[config.mk]
export PLATFORM = sky130hd
export DESIGN_NAME = bus_arbiter
export DESIGN_NICKNAME = d
export VERILOG_FILES = /design/src/rtl/bus_arbiter_pkg.sv /design/src/rtl/bus_arbiter.sv
export SDC_FILE = /design/constraint.sdc
export NUM_CORES = 1
export LEC_CHECK = 0
export CAP_MARGIN = 10
export CORE_AREA = 5 5 105 107
export CTS_CLUSTER_SIZE = 12
export DETAILED_ROUTE_END_ITERATION = 16
export DIE_AREA = 0 0 110 112
export PLACE_DENSITY_LB_ADDON = 0.25
export SETUP_SLACK_MARGIN = 0.02
export SYNTH_ARGS = -nofsm -noshare
export SYNTH_HDL_FRONTEND = slang
export SYNTH_SLANG_ARGS = --single-unit
[constraint.sdc]
create_clock -name clk -period 2 [get_ports clk]
set_clock_uncertainty 0.1 [all_clocks]
set_input_delay 0.2 -clock clk [delete_from_list [all_inputs] [get_ports clk]]
set_output_delay 0.2 -clock clk [all_outputs]
set_load 0.005 [all_outputs]
[src/rtl/bus_arbiter_pkg.sv]
// bus_arbiter_pkg: shared encodings and default limits for the two-master memory arbiter.
package bus_arbiter_pkg;
    typedef enum logic [1:0] {IDLE, ADDR, DATA} state_e;
    localparam logic OWNER_M0 = 1'b0;
    localparam logic OWNER_M1 = 1'b1;
    localparam int TIMEOUT_DEF = 255;
    localparam int STARVE_LIMIT_DEF = 4;
endpackage

[src/rtl/bus_arbiter.sv]
// bus_arbiter: shares one memory port between the LSU (m0) and instruction fetch (m1),
// with same-cycle arbitration, fetch starvation relief and a response timeout.
module bus_arbiter
    import bus_arbiter_pkg::*;
#(
    parameter int TIMEOUT      = TIMEOUT_DEF,
    parameter int STARVE_LIMIT = STARVE_LIMIT_DEF
) (
    input  logic        clk,
    input  logic        rst_n,
    input  logic        m0_req_i,
    input  logic        m0_we_i,
    input  logic [31:0] m0_addr_i,
    input  logic [31:0] m0_wdata_i,
    input  logic [3:0]  m0_be_i,
    output logic        m0_gnt_o,
    output logic        m0_rvalid_o,
    output logic        m0_err_o,
    output logic [31:0] m0_rdata_o,
    input  logic        m1_req_i,
    input  logic [31:0] m1_addr_i,
    output logic        m1_gnt_o,
    output logic        m1_rvalid_o,
    output logic        m1_err_o,
    output logic [31:0] m1_rdata_o,
    output logic        s_req_o,
    output logic        s_we_o,
    output logic [31:0] s_addr_o,
    output logic [31:0] s_wdata_o,
    output logic [3:0]  s_be_o,
    input  logic        s_gnt_i,
    input  logic        s_rvalid_i,
    input  logic [31:0] s_rdata_i,
    output logic        hold_o
);
    state_e      state_q, state_d;
    logic        owner_q, owner_d;
    logic [7:0]  tmo_q, tmo_d;
    logic [2:0]  starve_q, starve_d;
    logic        win, cur, act, gnt, in_data, tmo_hit, rv;

    always_comb begin
        win      = (m1_req_i && (!m0_req_i || starve_q == 3'(STARVE_LIMIT))) ? OWNER_M1 : OWNER_M0;
        cur      = state_q == IDLE ? win : owner_q;
        // Gating with rst_n keeps every request-side output low while reset is held.
        act      = rst_n && (state_q == IDLE ? (m0_req_i || m1_req_i) : state_q == ADDR);
        gnt      = act && s_gnt_i;
        in_data  = state_q == DATA;
        tmo_hit  = in_data && !s_rvalid_i && tmo_q == 8'(TIMEOUT - 1);
        rv       = in_data && (s_rvalid_i || tmo_hit);
        s_req_o  = act;
        s_we_o   = act && cur == OWNER_M0 && m0_we_i;
        s_addr_o = !act ? '0 : cur == OWNER_M1 ? m1_addr_i : m0_addr_i;
        s_wdata_o = (act && cur == OWNER_M0) ? m0_wdata_i : '0;
        s_be_o   = !act ? '0 : cur == OWNER_M1 ? 4'hF : m0_be_i;
        m0_gnt_o = gnt && cur == OWNER_M0;
        m1_gnt_o = gnt && cur == OWNER_M1;
        m0_rvalid_o = rv && owner_q == OWNER_M0;
        m1_rvalid_o = rv && owner_q == OWNER_M1;
        m0_err_o = tmo_hit && owner_q == OWNER_M0;
        m1_err_o = tmo_hit && owner_q == OWNER_M1;
        m0_rdata_o = (in_data && s_rvalid_i && owner_q == OWNER_M0) ? s_rdata_i : '0;
        m1_rdata_o = (in_data && s_rvalid_i && owner_q == OWNER_M1) ? s_rdata_i : '0;
        hold_o   = (m1_req_i || (in_data && owner_q == OWNER_M1)) && !m1_rvalid_o;
        state_d  = in_data ? (rv ? IDLE : DATA) : act ? (s_gnt_i ? DATA : ADDR) : state_q;
        owner_d  = act ? cur : owner_q;
        tmo_d    = gnt ? '0 : in_data ? tmo_q + 8'd1 : tmo_q;
        starve_d = !gnt ? starve_q : cur == OWNER_M1 ? '0 :
                   (m1_req_i && starve_q != 3'd7) ? starve_q + 3'd1 : starve_q;
    end

    always_ff @(posedge clk or negedge rst_n) begin
        if (!rst_n) begin
            state_q  <= IDLE;
            owner_q  <= OWNER_M0;
            tmo_q    <= '0;
            starve_q <= '0;
        end else begin
            state_q  <= state_d;
            owner_q  <= owner_d;
            tmo_q    <= tmo_d;
            starve_q <= starve_d;
        end
    end
endmodule

==> results of run 1 <==
final cells by class:
type                            instances  area [um^2]  share of cell area [%]
Timing Repair Buffer                  365         3666                   59.36
Inverter                                5        21.27                  0.3444
Multi-Input combinational cell        264         1912                   30.96
Sequential cell                        14        351.6                   5.693
Clock buffer                            4        55.05                  0.8914
Tap cell                              136        170.2                   2.755
flip-flops by register name (all words and copies together), names as in the netlist:
register  cells
owner_q       1
tmo_q         8
starve_q      3
state_q       2
synth_stat cells, types with 3 or more instances:
cell	count
and3_1	36
inv_1	3
and2_1	64
nand2_1	41
buf_2	8
clkbuf_1	11
nand4_1	3
nand2_2	26
a21oi_1	8
buf_4	3
nor3_1	3
buf_6	4
nor2_1	23
a21oi_2	26
xor2_1	6
ha_1	5
dfrtp_1	14
what timing repair did:
item | in CTS | in global routing
hold endpoints to repair | 0 | 0
endpoints found under the setup margin | 144 | 142
gates cloned | 12 | 2
setup buffers | 40 | 14
gates resized for setup | 500 | 176
pin swaps | 31 | 36
power breakdown:
| part | leakage (nW) | internal, mW | switching [mW] | total, mW |
|---|---|---|---|---|
| logic | 2.90 | 2.85 | 2.16 | 5.02 |
| clock network | 0.0288 | 0.175 | 0.105 | 0.280 |
| registers | 0.182 | 0.364 | 0.0682 | 0.432 |
| total | 3.11 | 3.39 | 2.34 | 5.73 |
layer usage:
| layer | GRT usage, % | routed length [um] | vias up |
|---|---|---|---|
| met1 | 22.37 | 5215 | 1683 |
| met5 | 0 | 0 | - |
| met3 | 5.101 | 1237 | 24 |
| met4 | 5.486 | 329 | 0 |
| met2 | 40.33 | 7955 | 172 |
| li1 | - | - | 1709 |
worst max path at each step:
stage | startpoint | endpoint | slack [ps] | depth (start not counted)
6_report | starve_q[0] | s_wdata_o[21] | -430 | 8
5_1_grt | starve_q[0] | s_addr_o[24] | -530 | 12
4_1_cts | starve_q[1] | s_addr_o[10] | -450 | 13
3_5_place_dp | m1_req_i | s_addr_o[31] | -640 | 7
3_3_place_gp | m1_req_i | s_addr_o[7] | -620 | 7
2_1_floorplan | starve_q[0] | s_addr_o[3] | 80 | 8
kinds of logic after synthesis:
logic type	count (synthesis)
AOI/OAI and AO/OA	42
xor gates and xnor gates	7
adders and majority gates	5
buffers and inverters	32
DFF	14
muxes	2
and+or+nand+nor	208
stage by stage:
stage	TNS, ps	cells
after detailed placement	-51150	728
after CTS	-28270	784
final	-27480	788
after global placement	-49340	728
after floorplan	0	310
after global routing	-37080	788
==> reports/metrics.yaml, run 1 <==
layout:
  final_common_cell: "clkdlybuf4s50_1"
  fin_util_pct: 61.48
  nNetsFinal: 797
  drive_gt1_share_pct: 53.22
  areaGrowthSynthToFinish_pct: 183.0
  final_area_um2: 6176
  layout_common_cells: "clkdlybuf4s50_1, buf_6, and2_4"
  diodes: 0
  fillers: 873
synthesis:
  synth_xor_area_share_pct: 2.810
  ys_top_cells_by_area: "and2_1, dfrtp_1, a21oi_2"
  synthesis.instances: 310
  synth_warnings: 0
  synthMuxAreaShare_pct: 1.032
  synth_top_area_share_pct: 18.35
  yosysTopAreaCell: "and2_1"
  synth_cell_types: 38
  synth_area_per_cell_um2: 7.039
  syn_nets: 454
  synth_seq_cells: 14
  synth_top_family_by_area: "simple AND/OR/NAND/NOR gates"
  synth-edff-count: 0
  synth_ff_type: "dfrtp_1"
  synthSimpleGateAreaFrac_pct: 52.98
  ys_seq_area_share_pct: 16.06
  synth_compound_area_share_pct: 16.40
  synth_area_um2: 2182
  ys_async_sr_fraction_pct: 100.0
  synth_fa_ha_area_share_pct: 2.867
floorplanning:
  rows: 37
  core_um2: 10050
  ioPinCount: 280
  start_util_pct: 21.72
  die_h_um: 112
  die_area_um2: 12320
  die_w_um: 110
status:
  violations: "setup timing"
  status: "complete, but fails checks"
global_route:
  track_usage_pct: 21.07
  grt_max_degree: 37
  grt_pass1_wl_um: 20420
  grt.overflow.total: 0
  antenna_found_initial: 0
  grt_pass1_vias: 3677
clock_network:
  h-tree-depth: 1
  cts_hold_buf: 0
  insertion_delay_ps: 250
  cts_sinks: 14
  clk_path_buf_depth: 2
  cts-root-buf: "clkbuf_8"
  cts.clk_slew.worst_paths_ps: 60
  cts_tree: "done"
  cts_made_buffers: 3
setup_path:
  critPathMaxStageDelay_ps: 440
  reg2regPathDepth: 12
  cp_top_family: "buffers and inverters"
  endpoint_kind: "primary output"
  start_kind: "flop"
  cp_max_fo: 23
  rrSetupSlack_ps: -180
  cpMaxStageDelayCell: "o41a_4"
  critPathArrivalTime_ps: 2130
  worstReg2RegEnd: "starve_q[0]"
  worst-path-buf-inv: 4
  cp.required_ps: 1700
  crit_type: "reg2out"
  reg2reg_from: "starve_q[0]"
  path_cells: "inv_1 -> ha_1 -> a21boi_2 -> buf_4 -> o41a_4 -> buf_12 -> and3_1 -> dlygate4sd2_1"
pwr:
  peakVddDrop_mv: 0.4864
  total_leakage_power_nw: 3.107
  power_density_nw_per_um2: 927.7
  p_total_mw: 5.729
sta:
  max_freq_ghz: 0.4118
  hold_violations: 0
  drv_slew: 0
  slew_headroom_pct: 82.59
  tightest_slew_ps: 260.3
  final.min_clock_period_ps: 2428
  whs_ps: 253.4
  rsz0062_at_grt: "yes"
  worst_slack_ps: -428.1
  post-route-period-util_pct: 121.4
  finalSetupViolCount: 118
placed_design:
  dpl_worst_slack_ps: -639.8
  place_hpwl_um: 9666
  place.port_buffers: 279
  place_area_um2: 5294
  gp_congestion: 0.8529
routing:
  viasPerCell: 4.553
  drt_wl_total_um: 14740
  ant_nets: 0
  routedWlPerCell_um: 18.70
  via_count: 3588
  drtIter0Drc: 138
  drc: 0
  drt_pass1_iterations: 4
min_path:
  hp-class: "in2async"
job:
  drv_cap: 0
(Power assumes the default switching activity.)
==> inputs of run 2 (changes only) <==
SETUP_SLACK_MARGIN = not set   (was 0.02)
==> reports/metrics.yaml, run 2 (synthesized netlist as in run 1, its figures left out) <==
pwr:
  p_total_mw: 5.589  # was 5.729 mW
  total_leakage_power_nw: 3.125  # was 3.107 nW
  power_density_nw_per_um2: 902.4  # was 927.7 nW/um^2
  peakVddDrop_mv: 0.5036  # was 0.4864 mV
floorplanning:
  die_h_um: 112  # unchanged
  start_util_pct: 21.72  # unchanged
  ioPinCount: 280  # unchanged
  die_area_um2: 12320  # unchanged
  core_um2: 10050  # unchanged
  die_w_um: 110  # unchanged
  rows: 37  # unchanged
setup_path:
  endpoint_kind: "primary output"  # unchanged
  cp_max_fo: 5  # was 23
  start_kind: "flop"  # unchanged
  reg2reg_from: "starve_q[0]"  # unchanged
  cpMaxStageDelayCell: "dfrtp_1"  # was o41a_4
  crit_type: "reg2out"  # unchanged
  worstReg2RegEnd: "starve_q[0]"  # unchanged
  critPathMaxStageDelay_ps: 370  # was 440 ps
  path_cells: "inv_1 -> ha_2 -> a21boi_2 -> buf_12 -> o41ai_4 -> buf_4 -> buf_4 -> buf_12 -> buf_16 -> nand2_1 -> a21oi_1 -> buf_2"  # was inv_1 -> ha_1 -> a21boi_2 -> buf_4 -> o41a_4 -> buf_12 -> and3_1 -> dlygate4sd2_1
  critPathArrivalTime_ps: 2150  # was 2130 ps
  reg2regPathDepth: 11  # was 12
  rrSetupSlack_ps: -110  # was -180 ps
  cp.required_ps: 1700  # about the same
min_path:
  hp-class: "in2async"  # unchanged
routing:
  drtIter0Drc: 109  # was 138
  drt_wl_total_um: 14230  # was 14740 um
  ant_nets: 0  # unchanged
  viasPerCell: 4.517  # was 4.553
  drt_pass1_iterations: 4  # unchanged
  routedWlPerCell_um: 17.99  # was 18.70 um
  via_count: 3573  # was 3588
  drc: 0  # unchanged
sta:
  drv_slew: 0  # unchanged
  tightest_slew_ps: 260.4  # was 260.3 ps
  hold_violations: 0  # unchanged
  finalSetupViolCount: 130  # was 118
  post-route-period-util_pct: 122.3  # was 121.4%
  final.min_clock_period_ps: 2447  # was 2428 ps
  rsz0062_at_grt: "yes"  # unchanged
  worst_slack_ps: -446.9  # was -428.1 ps
  max_freq_ghz: 0.4087  # was 0.4118 GHz
  slew_headroom_pct: 82.58  # was 82.59%
clock_network:
  cts.clk_slew.worst_paths_ps: 60  # about the same
  clk_path_buf_depth: 2  # unchanged
  cts_hold_buf: 0  # unchanged
  insertion_delay_ps: 250  # about the same
  cts_tree: "done"  # unchanged
  h-tree-depth: 1  # unchanged
  cts_sinks: 14  # unchanged
  cts-root-buf: "clkbuf_8"  # unchanged
  cts_made_buffers: 3  # unchanged
layout:
  nNetsFinal: 800  # was 797
  regMostFlops: "tmo_q"  # unchanged
  drive_gt1_share_pct: 51.91  # was 53.22%
  final_common_cell: "clkdlybuf4s50_1"  # unchanged
  fillers: 860  # was 873
  diodes: 0  # unchanged
  layout_common_cells: "clkdlybuf4s50_1, buf_6, and2_4"  # unchanged
  largest_reg_flops: 8  # unchanged
  final_cells: 791  # was 788
  largestRegisters: "tmo_q: 8 flops, starve_q: 3 flops, state_q: 2 flops"  # unchanged
  areaGrowthSynthToFinish_pct: 183.8  # was 183.0%
global_route:
  antenna_found_initial: 0  # unchanged
  track_usage_pct: 21.05  # was 21.07%
  grt_pass1_vias: 3679  # was 3677
  grt_max_degree: 37  # unchanged
  grt.overflow.total: 0  # unchanged
  grt_pass1_wl_um: 20400  # was 20420 um
status:
  violations: "setup timing"  # unchanged
  status: "complete, but fails checks"  # unchanged
placed_design:
  place_hpwl_um: 9666  # unchanged
  gp_congestion: 0.8529  # unchanged
  dpl_worst_slack_ps: -639.8  # unchanged
  place.port_buffers: 279  # unchanged
  dp.cells: 728  # unchanged
job:
  drv_cap: 0  # unchanged
-- run 2: cell count changes in the layout (fill, tap and decap cells not counted), sizes merged --
cell / previous run / this run
buf: 187 / 186
clkbuf: 22 / 15
clkdlybuf4s15: 2 / 5
dlygate4sd2: 22 / 29
dlymetal6s2s: 0 / 1
-- run 2: layout make-up --
class                           instances  area (um^2)  area share (%)
Inverter                                5        18.77          0.3030
Tap cell                              136        170.2           2.747
Timing Repair Buffer                  368         3687           59.54
Sequential cell                        14        351.6           5.677
Clock buffer                            4        55.05          0.8889
Multi-Input combinational cell        264         1911           30.85
-- run 2: where the power goes --
| part | switching, mW | leakage [nW] | internal [mW] | total [mW] |
|---|---|---|---|---|
| Combinational | 2.11 | 2.91 | 2.77 | 4.88 |
| Sequential | 0.0678 | 0.182 | 0.364 | 0.432 |
| Clock | 0.105 | 0.0288 | 0.175 | 0.279 |
| Total | 2.28 | 3.12 | 3.31 | 5.59 |
-- run 2: what timing repair did --
item,4_1_cts,5_1_grt
cloned,12,1
setup endpoints to repair,144,143
pin swaps,29,29
buffers inserted,38,19
gates resized for setup,452,177
-- run 2: per-stage QoR --
stage / cell area [um^2] / setup TNS [ps] / hold slack, ps / util [%]
after floorplan: 2182 / 0 / -195.6 / -
after global placement: 5294 / -49340 / 428.6 / 52.70
after detailed placement: 5294 / -51150 / 427.0 / 52.70
after CTS: 5893 / -32800 / 258.4 / 58.66
after global routing: 6193 / -41680 / 277.0 / 61.65
final: 6193 / -31840 / 252.7 / 61.65
-- run 2: worst max-delay path by stage --
stage / from / end / slack, ps / cells past startpoint
global placement: m1_req_i / s_addr_o[7] / -620 / 7
finish: starve_q[0] / s_addr_o[4] / -450 / 12
floorplan: starve_q[0] / s_addr_o[3] / 80 / 8
detailed placement: m1_req_i / s_addr_o[31] / -640 / 7
global route: starve_q[0] / s_addr_o[24] / -520 / 12
CTS: starve_q[0] / s_addr_o[10] / -450 / 13
-- run 2: critical path: cells and delay by family (launching register included) --
| kind | cells | cell delay [ps] |
|---|---|---|
| AOI/OAI and AO/OA | 3 | 440 |
| DFF | 1 | 370 |
| adders and majority gates | 1 | 180 |
| buffers and inverters | 7 | 830 |
| and+or+nand+nor | 1 | 70 |
-- run 2: per-layer routing --
layer,vias to the layer above,share of wire [%],global-route usage [%]
li1,1716,-,-
met4,0,2.8,6.816
met3,32,8.1,5.159
met5,-,0,0
met1,1654,36,22.33
met2,171,53,39.60
